[src/rtl/id_ex_shift_stage.sv]
`default_nettype none
// ============================================================================
// Module   : id_ex_shift_stage
// Brief    : ID/EX pipeline register for the ARM-subset datapath. Resolves
//            operand forwarding at capture time and presents Execute with
//            registered shifter controls, operands and control bits.
//            Supports hazard-unit stall (hold) and flush (bubble).
// Revision : 1.0 - initial release
// ============================================================================
module id_ex_shift_stage #(
    parameter int DW = 32,
    parameter int RW = 4
) (
    input  logic          clk,
    input  logic          rst_n,
    input  logic          stall,
    input  logic          flush,
    input  logic          id_valid,
    input  logic [31:0]   id_instr,
    input  logic [DW-1:0] id_rn_val,
    input  logic [DW-1:0] id_rm_val,
    input  logic [1:0]    fwd_sel_rn,
    input  logic [1:0]    fwd_sel_rm,
    input  logic [DW-1:0] ex_fwd,
    input  logic [DW-1:0] mem_fwd,
    input  logic [DW-1:0] wb_fwd,
    input  logic [3:0]    id_alu_op,
    input  logic          id_s_bit,
    input  logic          id_load,
    input  logic          id_store,
    input  logic          id_rf_en,
    output logic          ex_valid,
    output logic [3:0]    ex_cond,
    output logic [2:0]    ex_shifter_op,
    output logic [1:0]    ex_by_imm_shift,
    output logic [11:0]   ex_shift_field,
    output logic          ex_u_bit,
    output logic [DW-1:0] ex_shift_a,
    output logic [DW-1:0] ex_rn_val,
    output logic [RW-1:0] ex_rd,
    output logic [3:0]    ex_alu_op,
    output logic          ex_s_bit,
    output logic          ex_load,
    output logic          ex_store,
    output logic          ex_rf_en
);

    localparam logic [1:0] c_SEL_RF  = 2'b00;
    localparam logic [1:0] c_SEL_EX  = 2'b01;
    localparam logic [1:0] c_SEL_MEM = 2'b10;

    logic [DW-1:0] w_rn_fwd;
    logic [DW-1:0] w_rm_fwd;
    logic          w_bubble;
    logic          w_capture;

    // Forwarding mux for Rn: picks the youngest valid copy named by the hazard unit
    always_comb begin
        w_rn_fwd = id_rn_val;
        case (fwd_sel_rn)
            c_SEL_RF:  w_rn_fwd = id_rn_val;
            c_SEL_EX:  w_rn_fwd = ex_fwd;
            c_SEL_MEM: w_rn_fwd = mem_fwd;
            default:   w_rn_fwd = wb_fwd;
        endcase
    end

    // Forwarding mux for Rm, which feeds the shifter A input
    always_comb begin
        w_rm_fwd = id_rm_val;
        case (fwd_sel_rm)
            c_SEL_RF:  w_rm_fwd = id_rm_val;
            c_SEL_EX:  w_rm_fwd = ex_fwd;
            c_SEL_MEM: w_rm_fwd = mem_fwd;
            default:   w_rm_fwd = wb_fwd;
        endcase
    end

    // Flush wins over stall; an empty Decode slot only bubbles when not stalled
    always_comb begin
        w_bubble  = flush | (~id_valid & ~stall);
        w_capture = ~flush & ~stall & id_valid;
    end

    // Stage register: bubble clears everything (shift-by-0 no-op), stall holds,
    // capture slices instruction fields directly and latches forwarded operands
    always_ff @(posedge clk or negedge rst_n) begin
        if (!rst_n) begin
            ex_valid        <= 1'b0;
            ex_cond         <= '0;
            ex_shifter_op   <= '0;
            ex_by_imm_shift <= '0;
            ex_shift_field  <= '0;
            ex_u_bit        <= 1'b0;
            ex_shift_a      <= '0;
            ex_rn_val       <= '0;
            ex_rd           <= '0;
            ex_alu_op       <= '0;
            ex_s_bit        <= 1'b0;
            ex_load         <= 1'b0;
            ex_store        <= 1'b0;
            ex_rf_en        <= 1'b0;
        end else if (w_bubble) begin
            ex_valid        <= 1'b0;
            ex_cond         <= '0;
            ex_shifter_op   <= '0;
            ex_by_imm_shift <= '0;
            ex_shift_field  <= '0;
            ex_u_bit        <= 1'b0;
            ex_shift_a      <= '0;
            ex_rn_val       <= '0;
            ex_rd           <= '0;
            ex_alu_op       <= '0;
            ex_s_bit        <= 1'b0;
            ex_load         <= 1'b0;
            ex_store        <= 1'b0;
            ex_rf_en        <= 1'b0;
        end else if (w_capture) begin
            ex_valid        <= 1'b1;
            ex_cond         <= id_instr[31:28];
            ex_shifter_op   <= id_instr[27:25];
            ex_by_imm_shift <= id_instr[6:5];
            ex_shift_field  <= id_instr[11:0];
            ex_u_bit        <= id_instr[23];
            ex_shift_a      <= w_rm_fwd;
            ex_rn_val       <= w_rn_fwd;
            ex_rd           <= id_instr[12 +: RW];
            ex_alu_op       <= id_alu_op;
            ex_s_bit        <= id_s_bit;
            ex_load         <= id_load;
            ex_store        <= id_store;
            ex_rf_en        <= id_rf_en;
        end
    end

endmodule
`default_nettype wire

[config.mk]
export PLATFORM = sky130hd
export DESIGN_NAME = id_ex_shift_stage
export DESIGN_NICKNAME = d
export VERILOG_FILES = /design/src/rtl/id_ex_shift_stage.sv
export SDC_FILE = /design/constraint.sdc
export NUM_CORES = 1
export LEC_CHECK = 0
export ABC_AREA = 1
export CORE_ASPECT_RATIO = 1.4
export CORE_MARGIN = 2
export CORE_UTILIZATION = 30
export CTS_BUF_LIST = sky130_fd_sc_hd__clkbuf_4 sky130_fd_sc_hd__clkbuf_8 sky130_fd_sc_hd__clkbuf_16
export DETAILED_ROUTE_END_ITERATION = 7
export GPL_TIMING_DRIVEN = 0
export PLACE_DENSITY = 0.78
export SYNTH_ARGS = -nofsm -noshare
export SYNTH_HDL_FRONTEND = slang
export SYNTH_SLANG_ARGS = --single-unit
[constraint.sdc]
create_clock -name clk -period 0.8 [get_ports clk]
set_input_delay 0.12 -clock clk [delete_from_list [all_inputs] [get_ports clk]]
set_output_delay 0.12 -clock clk [all_outputs]
set_load 0.02 [all_outputs]
==> results of run 1 <==
## per-layer routing
metal	track usage	up-vias
met4	0.135	0
met3	0.0493	82
met5	0	-
met1	0.292	3396
li1	-	3432
met2	0.451	392
## worst max path at each step
stage                         to          startpoint  depth (start not counted)  slack (ps)
5_1_grt        ex_shift_field[5]  ex_by_imm_shift[0]                          2        -370
4_1_cts        ex_shift_field[5]  ex_by_imm_shift[0]                          2        -330
3_3_place_gp            ex_rd[0]               rst_n                          1       -4180
6_report       ex_shift_field[5]  ex_by_imm_shift[0]                          2        -340
2_1_floorplan      ex_rn_val[23]       fwd_sel_rn[0]                          6         -20
3_5_place_dp       ex_rn_val[17]       fwd_sel_rn[1]                          7       -1090
## flip-flops by register name, indices dropped and copies added, names as in the netlist
name             count
ex_store             1
ex_by_imm_shift      1
ex_rn_val           32
ex_rf_en             1
ex_alu_op            4
ex_shift_a          32
ex_load              1
ex_rd                4
ex_shift_field      11
ex_shifter_op        3
ex_cond              4
ex_s_bit             1
ex_u_bit             1
ex_valid             1
## synth_stat cells (all sizes together)
| master | n | share of area |
|---|---|---|
| o21ai | 64 | 0.056 |
| buf | 44 | 0.048 |
| nor2 | 131 | 0.090 |
| nand3 | 160 | 0.14 |
| nand2 | 326 | 0.22 |
| inv | 4 | 0.0026 |
| dfrtp | 97 | 0.43 |
| clkbuf | 20 | 0.015 |
## cell families (layout without fill, tap and decap cells)
logic type / after synthesis / after routing / synth area share
AO/OA/AOI/OAI: 64 / 64 / 0.0565
buffers and inverters: 68 / 427 / 0.0655
flip-flops: 97 / 97 / 0.428
AND/OR/NAND/NOR: 617 / 617 / 0.450
## power breakdown
| group | total [mW] | internal [mW] | leakage [nW] | switching (mW) |
|---|---|---|---|---|
| Combinational | 3.87 | 2.00 | 3.68 | 1.87 |
| Sequential | 5.26 | 5.10 | 1.32 | 0.157 |
| Clock | 4.43 | 2.21 | 0.143 | 2.21 |
## timing repair
action | 4_1_cts | 5_1_grt
endpoints found under the hold margin | 42 | 42
buffers inserted | 30 | 17
resized for setup | 667 | 117
setup endpoints to repair | 196 | 173
cloned | 2 | 5
pin swaps | 8 | 45
## layout make-up
type                       instances  area [sq um]
multi-input combinational        681          3190
sequential                        97          2430
clock inverter                     7          72.6
timing repair buffer             345          3610
buffer                            62           562
clock buffer                       9           225
fill                            1707          8130
inverter                           4          17.5
tap                              244           305
==> results.yml, run 1 <==
route:
  dr_wl_met3_microns: 1950
  routedWlPerCell_microns: 18.5
  finalWirelength_microns: 26800
  vias: 7302
  drc: 0
  ant_nets: 0
  avgViaCountPerCell: 5.04
  route.met2.wl_microns: 13700
  drt_pass1_iterations: 5
  drtIter0Drc: 492
  top_layer: "met4"
  drt-met1-wl_microns: 9930
critical_path:
  cpMostUsedCell: "buf_6"
  critical_path.top_delay_family: "flip-flops"
  timing.rr.end: "ex_alu_op[1]"
  r2r_slack_ps: -50
  crit_path_end_kind: "output port"
  crit_path_cell_trace: "buf_6 > buf_6"
  worstPathArrival_ps: 1020
  rr_worst_depth: 4
  timing.rr.start: "ex_alu_op[1]"
  crit_required_ps: 680
  critPathMaxStageDelay_ps: 410
  critPathBufInv: 2
  cp-start-kind: "register"
  slowest_stage: "dfrtp_1"
  critical_path.max_fanout: 3
  crit_type: "register to output port"
layout:
  stdcell_count: 1449
  n_antenna_cell: 0
  layout_common_cells: "310 x nand2_1, 192 x clkdlybuf4s50_1, 158 x nand3_1"
  final_core_util: 0.561
  area_growth_pct: 83.4
  final_nets: 1409
  final_cell_area_sq_um: 10400
  drive_gt1_frac: 0.250
  mostFrequentLayoutCell: "nand2_1"
sta:
  period_share: 1.42
  worstMarginPinSlew_ps: 642
  rsz0062_at_grt: "yes"
  setup_viol: 101
  final.setup.tns_ps: -21340
  max_freq_mhz: 878
  skew_ps: 0
  hold_slack_ps: -219
  fin_ws_ps: -339
  maxSlewViolCount: 0
  period_needed_ps: 1140
  maxSlewHeadroom: 0.572
  hold_viol: 42
global_route:
  antenna_found_initial: 0
  grt_usage: 0.257
  grt_pass1_wl_microns: 39800
  grt_pass1_vias: 7409
  grt_overflow: 0
  grt_max_degree: 56
clock_tree:
  cts_root_buffer: "clkbuf_16"
  clk_path_buf_depth: 2
  h-tree-depth: 3
  cts_tree: "yes"
  cts.sinks: 97
  clk_latency_ps: 360
  cts_inserted_buffers: 9
  path_clk_slew_ps: 80
place:
  port-buffer-count: 297
  place_hpwl_microns: 19400
  place_ws_ps: -1090
  placed_area_sq_um: 9030
  gp_congestion: 0.908
  dp_cells: 1388
status:
  violations: "hold timing, setup timing"
  status: "finished, violations left"
synth:
  ys_warn_count: 0
  seq_area_frac_synth: 0.428
  syn-instance-count: 846
  synth_area_sq_um: 5670
  synth_seq_cells: 97
  synth.distinct_cells: 18
  synth_area_per_cell_sq_um: 6.70
  synth_fp_nets: 1055
floorplanning:
  die_w_microns: 120
  core_area_sq_um: 18500
  die_height_microns: 167
  io-pin-count: 308
  num_rows: 59
  start_util: 0.306
  design.die.area_sq_um: 20000
pwr:
  p_total_mw: 13.6
  ir_drop_v: 0.000873
  powerDensity_nw_per_um2: 1300
  p_leak_nw: 5.15
flow_run:
  drv_cap: 0
min_path:
  hold_path.class: "input port to async pin"
(Power assumes the default switching activity.)
==> inputs of run 2 (changes only) <==
--- a/config.mk
+++ b/config.mk
@@ -11,6 +11,7 @@
 export CORE_UTILIZATION = 30
 export CTS_BUF_LIST = sky130_fd_sc_hd__clkbuf_4 sky130_fd_sc_hd__clkbuf_8 sky130_fd_sc_hd__clkbuf_16
 export DETAILED_ROUTE_END_ITERATION = 7
+export GPL_ROUTABILITY_DRIVEN = 0
 export GPL_TIMING_DRIVEN = 0
 export PLACE_DENSITY = 0.78
 export SYNTH_ARGS = -nofsm -noshare
==> results.yml, run 2 (same netlist as run 1, synthesis figures left out) <==
status:
  status: "finished, violations left"
  violations: "hold timing, setup timing"
pwr:
  internal-power_mw: 9.22
  powerDensity_nw_per_um2: 1330
  pwr-share-seq: 0.394
  p_switching_mw: 4.12
  ir_drop_v: 0.000893
  p_clk_frac: 0.329
  p_leak_nw: 5.09
  p_sw_frac: 0.309
  pwr-share-comb: 0.277
floorplanning:
  start_util: 0.306
  num_rows: 59
  die_w_microns: 120
  io-pin-count: 308
  core_area_sq_um: 18500
  design.die.area_sq_um: 20000
  die_height_microns: 167
layout:
  area_growth_pct: 77.1
  largestRegisters: "ex_rn_val (32), ex_shift_a (32), ex_shift_field (11)"
  final_nets: 1414
  drive_gt1_frac: 0.222
  mostFrequentLayoutCell: "nand2_1"
  final_cell_area_sq_um: 10000
  layout_common_cells: "320 x nand2_1, 192 x clkdlybuf4s50_1, 158 x nand3_1"
route:
  ant_nets: 0
  vias: 7224
  drt_pass1_iterations: 5
  avgViaCountPerCell: 4.96
  routedWlPerCell_microns: 17.8
  drtIter0Drc: 676
  finalWirelength_microns: 26000
  drc: 0
critical_path:
  crit_type: "register to output port"
  critPathBufInv: 2
  critical_path.top_delay_family: "flip-flops"
  crit_required_ps: 680
  critical_path.max_fanout: 3
  crit_path_end_kind: "output port"
  timing.rr.start: "ex_shift_field[1]"
  rr_worst_depth: 4
  cp-start-kind: "register"
  cpMostUsedCell: "buf_6"
  timing.rr.end: "ex_shift_field[1]"
  slowest_stage: "dfrtp_1"
  worstPathArrival_ps: 1010
  critPathMaxStageDelay_ps: 420
  r2r_slack_ps: -30
  crit_path_cell_trace: "buf_6 > buf_6"
sta:
  worstMarginPinSlew_ps: 571
  setup_viol: 100
  maxSlewViolCount: 0
  period_needed_ps: 1130
  maxSlewHeadroom: 0.619
  hold_viol: 37
  skew_ps: 0
  max_freq_mhz: 883
  fin_ws_ps: -332
  period_share: 1.42
  hold_slack_ps: -240
  final.setup.tns_ps: -20260
  rsz0062_at_grt: "yes"
global_route:
  grt_max_degree: 61
  grt_usage: 0.250
  grt_pass1_wl_microns: 38700
  grt_overflow: 0
  grt_pass1_vias: 7220
  antenna_found_initial: 1
clock_tree:
  cts_root_buffer: "clkbuf_16"
  clk_latency_ps: 350
  cts.sinks: 97
  cts_tree: "yes"
  clk_path_buf_depth: 2
  path_clk_slew_ps: 80
  cts_inserted_buffers: 9
  h-tree-depth: 3
place:
  port-buffer-count: 297
  placed_area_sq_um: 9030
  place_hpwl_microns: 19200
flow_run:
  drv_cap: 0
min_path:
  hold_path.class: "input port to async pin"
==> run 2: cell types whose count changed in the layout (fill, tap and decap cells not counted), sizes merged <==
cell | before | now
clkbuf | 37 | 30
buf | 187 | 199
clkinv | 2 | 3
diode | 0 | 1
inv | 8 | 7
==> run 2: stage by stage <==
step                      hold slack (ps)  cells  total power [mW]  utilization  setup slack, ps
after floorplan                      -176    846              6.62            -            -19.0
after detailed placement              145   1388              8.67        0.487            -1120
after CTS                            -239   1436              13.3        0.528             -333
after global routing                 -222   1455              13.9        0.542             -370
final                                -240   1455              13.3        0.542             -332
after global placement                443   1387              8.62        0.486            -4180
==> run 2: worst max path at each step <==
stage / to / cells past startpoint / slack [ps] / startpoint
2_1_floorplan: ex_rn_val[23] / 6 / -20 / fwd_sel_rn[0]
6_report: ex_shift_field[6] / 2 / -330 / ex_shift_field[6]
3_5_place_dp: ex_rn_val[17] / 7 / -1120 / fwd_sel_rn[1]
3_3_place_gp: ex_rd[0] / 1 / -4180 / rst_n
5_1_grt: ex_shift_field[5] / 2 / -370 / ex_by_imm_shift[0]
4_1_cts: ex_shift_field[5] / 2 / -330 / ex_by_imm_shift[0]
==> run 2: per-layer routing <==
| metal | share of wire | vias to the layer above | global-route usage |
|---|---|---|---|
| li1 | - | 3434 | - |
| met1 | 0.37 | 3312 | 0.291 |
| met2 | 0.50 | 404 | 0.422 |
| met3 | 0.081 | 74 | 0.0565 |
| met4 | 0.045 | 0 | 0.137 |
| met5 | 0 | - | 0 |
==> run 2: repair_timing <==
item                       in CTS  in global routing
gates cloned                    1                  0
resized for setup             650                 54
buffers inserted               31                 21
pin swaps                       5                  7
hold endpoints to repair       37                 37
setup endpoints to repair     196                163
==> run 2: cell type report <==
type,instances,area (sq um)
Fill cell,1744,8480
Antenna cell,1,2.50
Sequential cell,97,2430
Timing Repair Buffer,349,3500
Inverter,4,17.5
Buffer,63,541
Clock buffer,9,225
Clock inverter,7,72.6
Tap cell,244,305
Multi-Input combinational cell,681,2950
==> run 2: power by group through the flow <==
stage	sequential (mW)	combinational, mW	clock, mW
finish	5.26	3.70	4.39
global route	5.27	3.96	4.71
CTS	5.25	3.57	4.49
detailed placement	5.31	3.36	0
global placement	5.31	3.31	0
floorplan	5.56	1.07	0
==> inputs of run 3 (changes only) <==
--- a/config.mk
+++ b/config.mk
@@ -8,12 +8,12 @@
 export ABC_AREA = 1
 export CORE_ASPECT_RATIO = 1.4
 export CORE_MARGIN = 2
-export CORE_UTILIZATION = 30
+export CORE_UTILIZATION = 36
 export CTS_BUF_LIST = sky130_fd_sc_hd__clkbuf_4 sky130_fd_sc_hd__clkbuf_8 sky130_fd_sc_hd__clkbuf_16
 export DETAILED_ROUTE_END_ITERATION = 7
 export GPL_ROUTABILITY_DRIVEN = 0
 export GPL_TIMING_DRIVEN = 0
-export PLACE_DENSITY = 0.78
+export PLACE_DENSITY = 0.89
 export SYNTH_ARGS = -nofsm -noshare
 export SYNTH_HDL_FRONTEND = slang
 export SYNTH_SLANG_ARGS = --single-unit
==> results.yml, run 3 (same netlist as run 1, synthesis figures left out) <==
clock_tree:
  clk_path_buf_depth: 2
  clk_latency_ps: 340
  cts.sinks: 97
  h-tree-depth: 3
  cts_inserted_buffers: 9
  cts_root_buffer: "clkbuf_16"
  path_clk_slew_ps: 80
  cts_tree: "yes"
layout:
  n_antenna_cell: 0
  regArea_sq_um: 2430
  multi_input_area_sq_um: 2950
  drive_gt1_frac: 0.223
  stdcell_count: 1412
  mostFrequentLayoutCell: "nand2_1"
  final_cell_area_sq_um: 10000
  largestRegisters: "ex_rn_val (32), ex_shift_a (32), ex_shift_field (11)"
  area_growth_pct: 76.7
  final_nets: 1420
  num-fill-cells: 1281
  layout_common_cells: "310 x nand2_1, 192 x clkdlybuf4s50_1, 158 x nand3_1"
critical_path:
  worstPathArrival_ps: 990
  timing.rr.start: "ex_shift_a[9]"
  critical_path.max_fanout: 3
  crit_path_end_kind: "output port"
  rr_worst_depth: 4
  timing.rr.end: "ex_shift_a[9]"
  crit_type: "register to output port"
  r2r_slack_ps: -70
  cp-start-kind: "register"
  crit_required_ps: 680
  critPathLaunch: "ex_by_imm_shift[0]"
sta:
  hold_slack_ps: -219
  skew_ps: 0
  period_needed_ps: 1110
  maxSlewHeadroom: 0.575
  max_freq_mhz: 898
  period_share: 1.39
  setup_viol: 101
  hold_viol: 43
  maxSlewViolCount: 0
  final.setup.tns_ps: -19600
  fin_ws_ps: -313
  worstMarginPinSlew_ps: 638
  rsz0062_at_grt: "yes"
pwr:
  p_clk_frac: 0.326
  p_switching_mw: 4.10
  p_sw_frac: 0.307
  powerDensity_nw_per_um2: 1330
  p_total_mw: 13.3
  ir_drop_v: 0.000898
  pwr-share-comb: 0.280
  pwr-share-seq: 0.394
  internal-power_mw: 9.24
  p_leak_nw: 5.13
route:
  drt_pass1_iterations: 5
  ant_nets: 0
  drc: 0
  routedWlPerCell_microns: 18.2
  avgViaCountPerCell: 5.36
  finalWirelength_microns: 25700
  drtIter0Drc: 553
  vias: 7575
floorplanning:
  die_w_microns: 110
  die_height_microns: 153
  design.die.area_sq_um: 16800
  num_rows: 54
  start_util: 0.366
  core_area_sq_um: 15500
  io-pin-count: 308
place:
  placed_area_sq_um: 8970
  dp_cells: 1340
  port-buffer-count: 297
  place_hpwl_microns: 18600
status:
  status: "finished, violations left"
  violations: "hold timing, setup timing"
global_route:
  grt_overflow: 0
  grt_usage: 0.303
  grt_max_degree: 55
  grt_pass1_vias: 7556
  antenna_found_initial: 0
  grt_pass1_wl_microns: 39100
flow_run:
  drv_cap: 0
min_path:
  hold_path.class: "input port to async pin"
-- run 3: cell count changes in the layout (fill, tap and decap cells not counted), moves of 2 or more --
| cell | change |
|---|---|
| buf_12 | -4 |
| buf_4 | +4 |
| buf_6 | +6 |
| clkbuf_2 | -4 |
| clkbuf_4 | +3 |
| nand2_1 | -10 |
| nand2_2 | +10 |
| nor2_1 | +14 |
| nor2_2 | -16 |
| nor2_4 | +2 |
| o21ai_0 | -9 |
| o21ai_1 | +9 |
-- run 3: layer usage --
layer | GRT usage | wire length (microns) | share of wire
met5 | 0 | 0 | 0
met4 | 0.186 | 1630 | 0.064
met3 | 0.0646 | 2140 | 0.083
met1 | 0.351 | 9160 | 0.36
met2 | 0.498 | 12700 | 0.50
-- run 3: through the flow --
step	utilization	worst slack, ps
CTS	0.636	-326
global route	0.648	-351
floorplan	-	-19.0
finish	0.648	-313
detailed placement	0.580	-1050
global placement	0.578	-4000
-- run 3: area by class of cell --
class,count,share of cell area
sequential,97,0.242
multi-input combinational,681,0.295
buffer,62,0.0490
clock inverter,7,0.00724
inverter,4,0.00175
tap,196,0.0245
timing repair buffer,356,0.358
clock buffer,9,0.0225
-- run 3: power by group through the flow --
stage / Sequential, mW / Combinational [mW] / Clock (mW)
2_1_floorplan: 5.56 / 1.07 / 0
3_3_place_gp: 5.31 / 3.28 / 0
3_5_place_dp: 5.31 / 3.34 / 0
4_1_cts: 5.25 / 3.61 / 4.41
5_1_grt: 5.28 / 4.00 / 4.58
6_report: 5.26 / 3.73 / 4.35
-- run 3: how the worst max path moves through the flow --
stage	slack, ps	endpoint	cells past startpoint
final	-310	ex_shift_field[5]	2
after floorplan	-20	ex_rn_val[23]	6
after global routing	-350	ex_shift_field[5]	2
after CTS	-330	ex_shift_field[6]	2
after detailed placement	-1050	ex_rn_val[17]	7
after global placement	-4000	ex_shift_a[22]	1
-- run 3: critical path, stage by stage (launching register included) --
cell and delay [ps]:
dfrtp_1 410, buf_6 120, buf_6 120
-- run 3: repair_timing --
action,CTS,global route
resized for setup,654,54
endpoints found under the setup margin,196,160
setup buffers,43,21
cloned,2,0
pin swaps,5,10
endpoints found under the hold margin,43,43
